## src/rtl/approx_error_monitor.sv

```systemverilog
// Approximate-circuit error monitor.
// Consumes (exact, approx) word pairs over a sweep. Tracks the worst-case absolute error,
// the number of beats whose error exceeds ET, and the number of beats accepted. At the end
// of the sweep it reports pass/fail against ET.
module approx_error_monitor #(
    parameter int unsigned OUT_W = 3,
    parameter int unsigned ET    = 4,
    parameter int unsigned CNT_W = 16
) (
    input  logic             clk,
    input  logic             rst,
    input  logic             start,
    input  logic             in_valid,
    output logic             in_ready,
    input  logic [OUT_W-1:0] exact_val,
    input  logic [OUT_W-1:0] approx_val,
    input  logic             in_last,
    output logic             busy,
    output logic             done,
    output logic             pass,
    output logic [OUT_W-1:0] max_err,
    output logic [CNT_W-1:0] viol_cnt,
    output logic [CNT_W-1:0] vec_cnt
);

    typedef enum logic [1:0] {StIdle, StRun, StDone} state_e;

    localparam logic [CNT_W-1:0] CntOne = CNT_W'(1);
    localparam logic [CNT_W-1:0] CntMax = {CNT_W{1'b1}};
    localparam logic [31:0]      EtW    = 32'(ET);

    state_e           state_q, state_d;
    logic [OUT_W-1:0] max_err_q, max_err_d;
    logic [CNT_W-1:0] viol_cnt_q, viol_cnt_d;
    logic [CNT_W-1:0] vec_cnt_q, vec_cnt_d;
    logic             pass_q, pass_d;

    logic             beat;
    logic             clear;
    logic [OUT_W-1:0] err;
    logic             err_viol;
    logic [OUT_W-1:0] max_err_upd;

    // Absolute difference of the two words; it always fits in OUT_W bits.
    always_comb begin
        if (exact_val >= approx_val) begin
            err = exact_val - approx_val;
        end else begin
            err = approx_val - exact_val;
        end
    end

    // Threshold test at 32 bits, so an ET at or above the word range never trips.
    always_comb begin
        err_viol    = (32'(err) > EtW);
        max_err_upd = (err > max_err_q) ? err : max_err_q;
    end

    // Beat acceptance and sweep-start qualification.
    always_comb begin
        beat  = in_valid & in_ready;
        clear = start & (state_q != StRun);
    end

    // State register.
    always_ff @(posedge clk or posedge rst) begin
        if (rst) begin
            state_q <= StIdle;
        end else begin
            state_q <= state_d;
        end
    end

    // Next-state logic: start launches a sweep; the accepted last beat ends it.
    always_comb begin
        state_d = state_q;
        unique case (state_q)
            StIdle: if (start) state_d = StRun;
            StRun:  if (beat && in_last) state_d = StDone;
            StDone: if (start) state_d = StRun;
            default: state_d = StIdle;
        endcase
    end

    // State-decoded outputs.
    always_comb begin
        in_ready = 1'b0;
        busy     = 1'b0;
        done     = 1'b0;
        unique case (state_q)
            StIdle: ;
            StRun: begin
                in_ready = 1'b1;
                busy     = 1'b1;
            end
            StDone: done = 1'b1;
            default: ;
        endcase
    end

    // Statistics next-state: clear on start, fold in each accepted beat, else hold.
    always_comb begin
        max_err_d  = max_err_q;
        viol_cnt_d = viol_cnt_q;
        vec_cnt_d  = vec_cnt_q;
        pass_d     = pass_q;
        if (clear) begin
            max_err_d  = '0;
            viol_cnt_d = '0;
            vec_cnt_d  = '0;
            pass_d     = 1'b0;
        end else if (beat) begin
            max_err_d = max_err_upd;
            if (vec_cnt_q != CntMax) begin
                vec_cnt_d = vec_cnt_q + CntOne;
            end
            if (err_viol && (viol_cnt_q != CntMax)) begin
                viol_cnt_d = viol_cnt_q + CntOne;
            end
            // Verdict is taken from the final worst case on the edge that enters DONE.
            if (in_last) begin
                pass_d = (32'(max_err_upd) <= EtW);
            end
        end
    end

    // Statistics registers.
    always_ff @(posedge clk or posedge rst) begin
        if (rst) begin
            max_err_q  <= '0;
            viol_cnt_q <= '0;
            vec_cnt_q  <= '0;
            pass_q     <= 1'b0;
        end else begin
            max_err_q  <= max_err_d;
            viol_cnt_q <= viol_cnt_d;
            vec_cnt_q  <= vec_cnt_d;
            pass_q     <= pass_d;
        end
    end

    // Drive statistic outputs; pass is masked outside DONE.
    always_comb begin
        max_err  = max_err_q;
        viol_cnt = viol_cnt_q;
        vec_cnt  = vec_cnt_q;
        pass     = pass_q & (state_q == StDone);
    end

endmodule
```

## config.mk

```make
export PLATFORM = sky130hd
export DESIGN_NAME = approx_error_monitor
export DESIGN_NICKNAME = d
export VERILOG_FILES = /design/src/rtl/approx_error_monitor.sv
export SDC_FILE = /design/constraint.sdc
export NUM_CORES = 1
export LEC_CHECK = 0
export BUFFER_PORTS_ARGS = -buffer_cell sky130_fd_sc_hd__buf_2
export CORE_ASPECT_RATIO = 0.5
export CORE_MARGIN = 2
export CORE_UTILIZATION = 58
export DETAILED_ROUTE_END_ITERATION = 10
export PLACE_DENSITY_LB_ADDON = 0.3
export SKIP_CTS_REPAIR_TIMING = 1
export SYNTH_ARGS = -nofsm -noshare
export SYNTH_HDL_FRONTEND = slang
export SYNTH_SLANG_ARGS = --single-unit
```

## constraint.sdc

```tcl
create_clock -name clk -period 2.8 [get_ports clk]
set_input_delay 0.42 -clock clk [delete_from_list [all_inputs] [get_ports clk]]
set_output_delay 0.42 -clock clk [all_outputs]
set_load 0.01 [all_outputs]
```

### Yosys cells after proc, flatten, opt, wreduce, memory -nomap -nowiden

Cells that the tools add are included.

| storage, ports and cells | value |
|---|---|
| output and inout port bits | 39 |
| bits of input ports | 11 |
| register bits | 38 |

| operators by class | value |
|---|---|
| bitwise operators | 3 |
| $add $sub $neg | 4 |
| muxes and demuxes | 18 |
| order comparisons | 4 |
| equality and inequality tests | 7 |
| reductions and logical operators | 12 |

Operators with widths:

| operator | number |
|---|---|
| $mux W16 | 6 |
| $add A16 B1 Y16 const B | 2 |
| $ne A16 B16 Y1 const B | 2 |
| $mux W3 | 4 |
| $reduce_and A2 Y1 | 4 |
| $reduce_bool A2 Y1 | 4 |
| $sub A3 B3 Y3 | 2 |
| $mux W1 | 5 |
| $mux W2 | 2 |
| $ne A2 B1 Y1 const B | 2 |
| $pmux W2 S2 | 1 |
| $and A1 B1 Y1 | 3 |
| $ge A3 B3 Y1 | 1 |
| $gt A3 B3 Y1 | 1 |
| $gt A3 B3 Y1 const B | 1 |
| $le A3 B3 Y1 const B | 1 |
| $eq A2 B1 Y1 const B | 1 |
| $eq A2 B2 Y1 const B | 1 |
| $logic_and A1 B1 Y1 | 2 |
| $logic_not A2 Y1 | 1 |
| $ne A2 B2 Y1 const B | 1 |
| $reduce_or A2 Y1 | 1 |

### Logic depth before layout (Yosys ltp)

| logic depth | value |
|---|---|
| word-level depth | 8 |
| depth in mapped cells | 14 |
| mapped depth without buffers | 14 |

### Worst setup path before layout

Ideal clock, no wire load.

| path | value |
|---|---|
| path type | input-to-reg |
| from | input exact_val[0] |
| to | register pass_q |
| required time | 2.674 ns |
| stages | 12 |
| data arrival time | 2.956 ns |
| library setup time | 0.126 ns |
| path slack | -0.282 ns |
| buffers on the path | 0 |
| cells stage by stage | inv_1 -> ha_1 -> nand2b_1 -> a211o_1 -> a311o_2 -> ha_1 -> nand2_1 -> o21ai_0 -> inv_1 -> a31oi_1 -> mux2i_1 -> o311a_1 |

| between the ends | value |
|---|---|
| longest elaborated chain between the ends | 8 |

Ends and longest elaborated chain:

| item | RTL line | text |
|---|---|---|
| from (decl) | 15 | `input logic [OUT_W-1:0] exact_val,` |
| $sub A3 B3 Y3, or another cell as far along | 49 | `err = approx_val - exact_val;` |
| $mux W3 (*) | 46 | `if (exact_val >= approx_val) begin` |
| $gt A3 B3 Y1 | 56 | `max_err_upd = (err > max_err_q) ? err : max_err_q;` |
| $mux W3 (*) | 56 |  |
| $le A3 B3 Y1 (*) | 122 | `pass_d = (32'(max_err_upd) <= EtW);` |
| $mux W1 (*) | 121 | `if (in_last) begin` |
| $mux W1 (*) | 112 | `end else if (beat) begin` |
| $mux W1 (*) | 107 | `if (clear) begin` |
| to (signal assigned) | 138 | `pass_q <= pass_d;` |
| to (decl) | 36 | `logic pass_q, pass_d;` |

Mark *: on every way between the ends. The rest lies on a longest branch, timed or not. The select of a mux whose other input is x is not followed.
A chain may end at the register's enable or synchronous reset.

### Worst setup path after layout

| path | value |
|---|---|
| from | input approx_val[0] |
| to | register max_err_q[0], in the netlist max_err[0] |

| between the ends | value |
|---|---|
| longest elaborated chain between the ends | 6 |

Ends and longest elaborated chain:

| item | RTL line | text |
|---|---|---|
| from (decl) | 16 | `input logic [OUT_W-1:0] approx_val,` |
| $sub A3 B3 Y3, or another cell as far along | 49 |  |
| $mux W3 (*) | 46 |  |
| $gt A3 B3 Y1 | 56 |  |
| $mux W3 (*) | 56 |  |
| $mux W3 (*) | 112 |  |
| $mux W3 (*) | 107 |  |
| to (signal assigned) | 135 | `max_err_q <= max_err_d;` |
| to (decl) | 33 | `logic [OUT_W-1:0] max_err_q, max_err_d;` |

Marked as above.

==> results.json <==
{
  "register_area_sq_um": 950.9,
  "power_density_nw_per_um2": 600.1,
  "worstSetupEndpointType": "flip-flop",
  "post-route-util_pct": 78.12,
  "leakage_nw": 1.345,
  "fin_tns_setup_ps": 0,
  "share_comb_of_total_power_pct": 32.3,
  "synth_enable_flop_cells": 0,
  "routed-via-count": 2046,
  "layoutNonFillerInstCount": 356,
  "critical_path.startpoint_type": "input pin",
  "max_cap_violations": 0,
  "grt_pass1_wl_mm": 8.079,
  "port_buffers": 49,
  "synthesis.yosys.warnings": 0,
  "seq_power_share_pct": 39.2,
  "swShare_pct": 32.38,
  "antennaDiodeCount": 0,
  "post_synth.cell_area_avg_sq_um": 9.211,
  "synth-seq-area-share_pct": 41.97,
  "drc": 0,
  "total_routing_usage_gr_pct": 24.40,
  "synth.cell_area_sq_um": 2266,
  "die_width_microns": 92.40,
  "clk_root_buffer_cell": "clkbuf_8",
  "crit_arrival_ps": 2920,
  "status": "finished, final reports clean",
  "avgViaCountPerCell": 5.747,
  "mostFrequentLayoutCell": "buf_2",
  "timing.final.hold_violations": 0,
  "proportion_of_layout_cells_with_a_drive_suffix_above_1_pct": 28.85,
  "gp_routability_congestion": 0.8258,
  "min_period_over_period_pct": 97.26,
  "synth_ff_type": "dfrtp_1",
  "synthArstFlopShare_pct": 100.0,
  "netSwitchingPower_mw": 0.5441,
  "worst_ir_drop_on_vdd_mv": 0.2722,
  "internal_power_mw": 1.136,
  "antenna_found_initial": 0,
  "io_pins": 50,
  "syn-instance-count": 246,
  "grt_max_degree": 23,
  "num-nets-final": 328,
  "remaining_global_route_overflow": 0,
  "top_library_cells_by_usage_in_the_layout_fill_and_taps_aside": "buf_2, dfrtp_1, nor2_1",
  "clk_pin_slew_worst_paths_ps": 70,
  "routed_length_per_placed_instance_microns": 14.31,
  "synth.net_count": 269,
  "worstPathRequired_ps": 3000,
  "cts_buffer_depth": 2,
  "critical_path_peak_fanout": 3,
  "vias_in_the_first_global_route": 1816,
  "shortest_period_the_worst_path_allows_ps": 2723,
  "worst_hold_path_type": "in2async",
  "worst_pin_slew_ps": 785.2,
  "hold_slack_ps": 264.2,
  "setup_viol": 0,
  "max_freq_mhz": 367.2,
  "fp.dieArea_sq_um": 4453,
  "post_synth_num_cell_types": 44,
  "drtAntennaViolNets": 0,
  "drt_first_iter_violations": 87,
  "placed_cells_incl_taps": 349,
  "synth_seq_cells": 38,
  "cts_tree": "built",
  "finClkSkew_ps": 7.355,
  "clock_network_latency_to_the_later_pin_of_the_worst_skew_pair_ps": 290,
  "cts_max_level": 2,
  "dieHeight_microns": 48.20,
  "postRouteWirelength_mm": 5.095,
  "fillers": 263,
  "dr.pass1.iters": 5,
  "num_rows": 15,
  "final_max_slew_viol_count": 0,
  "critPathKind": "in2reg",
  "hpwl_dp_mm": 3.669,
  "cts-buffers-inserted": 5,
  "placeable_core_region_sq_um": 3585,
  "numClockSinks": 38,
  "area.growth.synth_to_final_pct": 23.58,
  "max_slew_margin_pct": 47.60,
  "share_clk_of_total_power_pct": 28.5,
  "initial_utilization_pct": 63.21,
  "total_area_of_multi_input_combinational_cells_sq_um": 1247
}
-- worst max-delay path: stages --
cell and delay [ps]:
buf_2 120, inv_1 50, ha_1 130, inv_1 50, fa_2 330, or4b_1 470, a21oi_1 130, a311o_2 160
ha_4 150, nand2_1 60, o21ai_2 180, inv_2 60, a31oi_4 180, and2_4 190, mux2i_1 230
-- Yosys cell counts (8+ instances only) --
cell type | n | area, sq um
a21oi_1 | 13 | 65.06
dfrtp_1 | 38 | 950.9
ha_1 | 10 | 125.1
inv_1 | 20 | 75.07
nand2_1 | 17 | 63.81
nand3_1 | 14 | 70.07
nand4_1 | 10 | 62.56
nor2_1 | 21 | 78.83
o21ai_0 | 14 | 70.07
o31ai_1 | 9 | 67.56
or3_1 | 8 | 50.05
-- sequential cells by signal, indices dropped and copies added, names as in the netlist --
| signal | count |
|---|---|
| state_q | 2 |
| viol_cnt | 16 |
| pass_q | 1 |
| max_err | 3 |
| vec_cnt | 16 |
-- final cells by class --
| class | count | area share, % |
|---|---|---|
| Clock buffer | 6 | 2.949 |
| Tap cell | 51 | 2.279 |
| Multi-Input combinational cell | 177 | 44.55 |
| Inverter | 20 | 2.681 |
| Sequential cell | 38 | 33.96 |
| Clock inverter | 1 | 1.072 |
| Timing Repair Buffer | 63 | 12.51 |
-- worst paths after layout --
| kind | slack [ps] | to | cells after the start | from |
|---|---|---|---|---|
| setup / recovery | 80 | max_err[0]$_DFFE_PP0P_ | 15 | approx_val[0] |
| hold / removal | 260 | vec_cnt[9]$_DFFE_PP0P_ | 2 | rst |
| setup reg to reg | 600 | viol_cnt[7]$_DFFE_PP0P_ | 8 | viol_cnt[0]$_DFFE_PP0P_ |
| hold reg to reg | 540 | vec_cnt[12]$_DFFE_PP0P_ | 1 | vec_cnt[12]$_DFFE_PP0P_ |
| max in group asynchronous | 1900 | viol_cnt[3]$_DFFE_PP0P_ | 3 | rst |
| min in group clk | 370 | state_q[1]$_DFFE_PP0P_ | 2 | start |
-- through the flow --
stage	total power [mW]	cell area, sq um	worst slack (ps)
floorplan	1.000	2317	0.8156
global placement	1.143	2676	-148.3
detailed placement	1.174	2676	-297.9
CTS	1.657	2789	-0.9699
global route	1.772	2800	-16.29
finish	1.680	2800	76.64
-- logic make-up (layout without fill, tap and decap cells) --
group	count (synthesis)	in the layout	synth area share [%]
buf+inv	31	90	5.742
fa+ha+maj	12	12	7.289
flops	38	38	41.97
compound gates	53	53	14.91
xor+xnor	11	11	4.252
mux	7	7	3.755
simple gates	94	94	22.09
-- layer usage --
metal	track usage, %	vias to the layer above	part of all wire (%)
met1	28.84	976	44
met5	0	-	0
met3	6.182	14	5.6
met2	44.82	64	48
met4	11.34	0	1.9
li1	-	992	-
-- power by group through the flow --
stage	sequential, mW	clock [mW]	combinational, mW
4_1_cts	0.657	0.487	0.512
3_3_place_gp	0.662	0	0.481
2_1_floorplan	0.676	0	0.325
5_1_grt	0.665	0.514	0.593
3_5_place_dp	0.667	0	0.508
6_report	0.658	0.479	0.543
No activity file was read; power rests on OpenSTA's default activity.
